[src/rtl/memcheck.sv]
//------------------------------------------------------------------------------
// Module      : memcheck
// Description : Single-cycle memory access legality checker. Each rising
//               edge with memread and/or memwrite high is a request. The
//               request is classified as legal read/write, misaligned,
//               out-of-bounds and/or read/write conflict. All classification
//               outputs are registered pulses one clock after the request.
//               err_sticky latches any error until reset.
// Revision    : 1.0 - initial release
//
// Parameters  : BASE_ADDR  - lowest legal byte address (inclusive)
//               LIMIT_ADDR - highest legal byte address (inclusive)
// Ports       : clk        - clock, rising edge
//               rst_n      - asynchronous active-low reset
//               addr       - byte address of the current access
//               memwrite   - write request
//               memread    - read request
//               rd         - legal read accepted (1-cycle pulse)
//               w          - legal write accepted (1-cycle pulse)
//               misalign   - request with addr[1:0] != 0 (1-cycle pulse)
//               oob        - request outside [BASE_ADDR, LIMIT_ADDR]
//               conflict   - memread and memwrite both high
//               err_sticky - any error seen since reset
//               err_cnt    - saturating error-request count (optional)
// Macro       : MEMCHECK_ERRCNT_EN - adds the err_cnt output and counter
//------------------------------------------------------------------------------
`default_nettype none

module memcheck #(
  parameter logic [31:0] BASE_ADDR  = 32'h0000_0000,
  parameter logic [31:0] LIMIT_ADDR = 32'h0000_FFFF
) (
  input  logic        clk,
  input  logic        rst_n,
  input  logic [31:0] addr,
  input  logic        memwrite,
  input  logic        memread,
  output logic        rd,
  output logic        w,
  output logic        misalign,
  output logic        oob,
  output logic        conflict,
  output logic        err_sticky
`ifdef MEMCHECK_ERRCNT_EN
  ,
  output logic [15:0] err_cnt
`endif
);

  logic        w_rd_req;
  logic        w_wr_req;
  logic        w_req;
  logic        w_misalign;
  logic        w_below;
  logic        w_above;
  logic        w_oob;
  logic        w_conflict;
  logic        w_err;
  logic [32:0] w_lo_diff;
  logic [32:0] w_hi_diff;

  logic        r_rd;
  logic        r_w;
  logic        r_misalign;
  logic        r_oob;
  logic        r_conflict;
  logic        r_err_sticky;

  // Written as if-statements so an unknown request strobe in simulation
  // resolves to "no request" instead of propagating X into the state.
  always_comb begin
    w_rd_req = 1'b0;
    w_wr_req = 1'b0;
    if (memread)
      w_rd_req = 1'b1;
    if (memwrite)
      w_wr_req = 1'b1;
  end

  // Range check via 33-bit borrow: the MSB of each difference is the
  // unsigned "less than" result. This stays well-formed when BASE_ADDR is
  // zero and never wraps around the top of the address space.
  assign w_lo_diff = {1'b0, addr} - {1'b0, BASE_ADDR};
  assign w_hi_diff = {1'b0, LIMIT_ADDR} - {1'b0, addr};
  assign w_below   = 1'(w_lo_diff >> 32);
  assign w_above   = 1'(w_hi_diff >> 32);

  assign w_req      = w_rd_req | w_wr_req;
  assign w_misalign = w_req & (addr[1:0] != 2'b00);
  assign w_oob      = w_req & (w_below | w_above);
  assign w_conflict = w_rd_req & w_wr_req;
  assign w_err      = w_misalign | w_oob | w_conflict;

  always_ff @(posedge clk or negedge rst_n) begin
    if (!rst_n) begin
      r_rd         <= 1'b0;
      r_w          <= 1'b0;
      r_misalign   <= 1'b0;
      r_oob        <= 1'b0;
      r_conflict   <= 1'b0;
      r_err_sticky <= 1'b0;
    end else begin
      // Any error (including a conflict) suppresses both acceptances.
      r_rd       <= w_rd_req & ~w_err;
      r_w        <= w_wr_req & ~w_err;
      r_misalign <= w_misalign;
      r_oob      <= w_oob;
      r_conflict <= w_conflict;
      if (w_err)
        r_err_sticky <= 1'b1;
    end
  end

`ifdef MEMCHECK_ERRCNT_EN
  logic [15:0] r_err_cnt;

  // Counts error requests, holding at all-ones rather than wrapping.
  always_ff @(posedge clk or negedge rst_n) begin
    if (!rst_n)
      r_err_cnt <= 16'h0000;
    else if (w_err && (r_err_cnt != 16'hFFFF))
      r_err_cnt <= r_err_cnt + 16'd1;
  end

  assign err_cnt = r_err_cnt;
`endif

  assign rd         = r_rd;
  assign w          = r_w;
  assign misalign   = r_misalign;
  assign oob        = r_oob;
  assign conflict   = r_conflict;
  assign err_sticky = r_err_sticky;

endmodule

`default_nettype wire

[config.mk]
export PLATFORM = sky130hd
export DESIGN_NAME = memcheck
export DESIGN_NICKNAME = d
export VERILOG_FILES = /design/src/rtl/memcheck.sv
export SDC_FILE = /design/constraint.sdc
export NUM_CORES = 1
export LEC_CHECK = 0
export BUFFER_PORTS_ARGS = -buffer_cell sky130_fd_sc_hd__buf_2
export CORE_AREA = 2 2 39 41
export DETAILED_ROUTE_END_ITERATION = 7
export DIE_AREA = 0 0 41 43
export PLACE_DENSITY = 0.6
export SYNTH_ARGS = -nofsm -noshare
export SYNTH_HDL_FRONTEND = slang
export SYNTH_SLANG_ARGS = --single-unit
[constraint.sdc]
create_clock -name clk -period 1.1 [get_ports clk]
set_input_delay 0.055 -clock clk [delete_from_list [all_inputs] [get_ports clk]]
set_output_delay 0.055 -clock clk [all_outputs]
set_load 0.005 [all_outputs]
* Word level (Yosys, flattened, before mapping)
Index checks and enable logic that the tools add are counted.
** Storage, ports and cells
- Output and inout bits :: 6
- Register bits after elaboration :: 6
** Cells by class
- Add/sub/neg operators :: 1
- Muxes and demuxes :: 2
- Bitwise operators :: 9
- Reductions and logical operators :: 1
** Operators with widths (number)
- $sub A16 B32 Y33 const A :: 1
- $and A1 B1 Y1 :: 5
- $or A1 B1 Y1 :: 3
- $mux W1 :: 2
- $reduce_bool A2 Y1 :: 1
- $not A1 Y1 :: 1

* Depth between registers and ports, before layout
- Depth after elaboration :: 7
- Mapped depth :: 3
- Mapped depth without buffers :: 3

* Worst setup path after synthesis
Ideal clock, no wire load.
- Kind :: input -> register
- Start :: input addr[1]
- End :: register r_err_sticky, in the netlist err_sticky
- Slack :: 0.078 ns
- Stages on the path :: 3
- Arrival :: 0.891 ns
- Path buffers :: 0
- Library setup time :: 0.131 ns
- Cell sequence :: or2_1 > maj3_2 > or3_1
** Between the ends
- Longest elaborated chain between the ends :: 4
- Elaborated cells between the ends (all ways) :: 6
** Ends and longest elaborated chain
- from (decl) :: RTL line 35 : input logic [31:0] addr,
- $sub A16 B32 Y33 / $reduce_bool A2 Y1 (equally long branches) :: RTL line 84, 89
- $and A1 B1 Y1 (on tied branches) :: RTL line 90, 89
- $or A1 B1 Y1 * (2 in series) :: RTL line 92 : assign w_err = w_misalign | w_oob | w_conflict;
- to (signal assigned) :: RTL line 101 : r_err_sticky <= 1'b0;
- to (signal assigned) :: RTL line 110 : r_err_sticky <= 1'b1;
- to (decl) :: RTL line 67 : logic r_err_sticky;
Mark *: on every way between the ends. The rest lies on a longest branch, timed or not.
A chain may end at the register's enable or synchronous reset.

* Worst setup path after layout
- Start :: input addr[28]
- End :: register r_err_sticky, in the netlist err_sticky
** Between the ends
- Longest elaborated chain between the ends :: 4
** Ends and longest elaborated chain
- $sub A16 B32 Y33 :: RTL line 84 : assign w_hi_diff = {1'b0, LIMIT_ADDR} - {1'b0, addr};
- $and A1 B1 Y1 :: RTL line 90 : assign w_oob = w_req & (w_below | w_above);
- named net w_oob :: RTL line 56 : logic w_oob;
- $or A1 B1 Y1 (2 in series) :: RTL line 92
The timed path passes the listed nets, and every way through them passes these cells.

==> out/qor.csv <==
stage;metric;value;unit
floorplanning;dieArea;1760;um^2
floorplanning;ios;42;
final_layout;post-route-util;35.1;%
clocking;root_buffer;clkbuf_4;
clocking;path_clk_slew;0.04;ns
grt;grt_pass1_wl;890;um
clocking;clock_latency;0.24;ns
floorplanning;rows;14;
synthesis;synth_cells;19;
sta;finalCritPeriodShare;80.9;%
grt;grt_pass1_vias;235;
clocking;numCtsBuffers;3;
grt;antenna_found_initial;0;
route;via_per_inst;3.88;
synthesis;synth_cell_types;11;
worst_setup_path;slowest_stage;or3_1;
worst_setup_path;cp-start-kind;input port;
power;p_per_area;1050;nW/um^2
worst_setup_path;cp_data_required_time;1.21;ns
final_layout;drive_gt1_share;73.1;%
clocking;post_cts_resized;0;
sta;slew_violations;0;
synthesis;seq_area_frac_synth;53.1;%
clocking;cts_setup_buffers;0;
clocking;htreeDepth;1;
synthesis;synthesis.area;283;um^2
clocking;cts_buffer_depth;2;
synthesis;ys_warn_count;0;
route;vias;264;
clocking;clock_sinks;6;
floorplanning;die_w;41;um
sta;worst_pin_slew;0.264;ns
synthesis;ys_ff_latch;6;
worst_setup_path;path_class;in2reg;
place;pre_cts_ws;-0.0544;ns
sta;setup_slack;0.210;ns
route;drcViolationCount;0;
power;power;0.510;mW
job;maxCapViolCount;0;
place;gp_congestion;0.668;
worst_setup_path;critical_path_arrival;1.00;ns
worst_setup_path;max_stage_delay;0.37;ns
worst_setup_path;path_max_fanout;4;
sta;hold_viol;0;
route;post_drt_wl_per_cell;9.12;um
clocking;cts_tree;yes;
min_path;hp-class;in2reg;
outcome;status;finished clean;
route;ant_nets;0;
sta;slew-limit-headroom;82.2;%
floorplanning;die_h;43;um
final_layout;nets;90;
synthesis;synth_fp_nets;55;
place;portBuffers;27;
grt;grt_util_all_layers;7.96;%
route;first_pass_iters;1;
sta;period_needed;0.890;ns
grt;grt_start_max_net_pins;7;
floorplanning;core_area;1380;um^2
sta;finalSetupViolCount;0;
sta;clock_skew;0;ns
final_layout;layout-area-overhead-vs-synth;71.7;%
worst_setup_path;worstSetupEndpointType;flop;
route;drt_iter0_markers;0;
worst_setup_path;worstPathCellList;buf_2 -> nor4_2 -> a41oi_2 -> or3_1;
floorplanning;start_util;20.4;%
final_layout;diodes;0;
power;cellLeakagePower;0.225;nW
power;irDropWorstVdd;0.255;mV
route;routed_wl;620;um
sta;rsz0062_at_grt;false;
worst_setup_path;r2r_slack;0.24;ns
sta;fmax;1120;MHz
final_layout;fillers;155;
grt;grt_overflow_total;0;
synthesis;syn_avg_cell_area;14.9;um^2
-- cell usage after synthesis (all sizes together) --
cell	count	area, um^2
nor2b	1	6.26
or3	1	6.26
maj3	1	11.3
or2	1	6.26
nor4b	2	17.5
dfrtp	6	150
a41oi	1	16.3
nor2	1	3.75
and2	1	6.26
nor4	4	58.8
-- cell type report --
| cell class | instances | area, um^2 | share of cell area (%) |
|---|---|---|---|
| repair buffers | 30 | 160 | 33.0 |
| flip-flops and latches | 6 | 150 | 30.9 |
| multi-input cells | 13 | 133 | 27.3 |
| clock buffers | 3 | 22.5 | 4.64 |
| well taps | 16 | 20.0 | 4.12 |
-- power breakdown --
part	total, mW	internal, mW	switching, mW
combinational	0.0881	0.0507	0.0374
clock	0.192	0.123	0.0688
sequential	0.230	0.229	0.00141
-- cells by family after synthesis --
group | after synthesis | share of synthesized area (%)
simple gates | 11 | 37.2
flops | 6 | 53.1
compound gates | 1 | 5.75
fa+ha+maj | 1 | 3.98
-- state kept, by name, indices dropped and copies added, names as in the netlist --
name	count
conflict	1
err_sticky	1
misalign	1
oob	1
rd	1
w	1
-- final timing paths --
path	startpoint	to	cells after the start
max in group asynchronous	rst_n	oob	2
min	memread	w	2
max	addr[28]	err_sticky	4
min in group asynchronous	rst_n	w	2
min reg2reg	err_sticky	err_sticky	1
max reg2reg	err_sticky	err_sticky	1
-- critical path: cells and delay by family --
kind | cells | cell delay (ns)
AO/OA/AOI/OAI | 1 | 0.19
buffers and inverters | 1 | 0.10
AND/OR/NAND/NOR | 2 | 0.66
-- per-layer routing --
metal / vias to the layer above / track usage (%) / wire (um)
met3: 0 / 1.57 / 43
met2: 10 / 10.9 / 352
li1: 140 / - / -
met1: 114 / 8.44 / 223
met4: 0 / 10.0 / 0
met5: - / 0 / 0
-- cell usage in the layout (no fill, tap or decap), drive strengths merged --
cell type and count:
buf 29, nor2b 1, dfrtp 6, dlygate4sd3 1, maj3 1, a41oi 1, nor2 1, or2 1
clkbuf 3, nor4b 2, nor4 4, and2 1, or3 1
-- repair_timing --
action	4_1_cts	5_1_grt
setup endpoints to repair	0	0
hold buffers	1	0
endpoints found under the hold margin	6	0
-- metrics by stage --
step,instance area [um^2],setup TNS [ns],hold slack (ns),std cells
floorplan,283,0,-0.241,19
global placement,453,-0.0836,-0.120,64
detailed placement,453,-0.0544,-0.120,64
CTS,485,0,0.0252,68
global route,485,0,0.0379,68
finish,485,0,0.0359,68
Note: power is estimated with default switching activity, not from simulation.
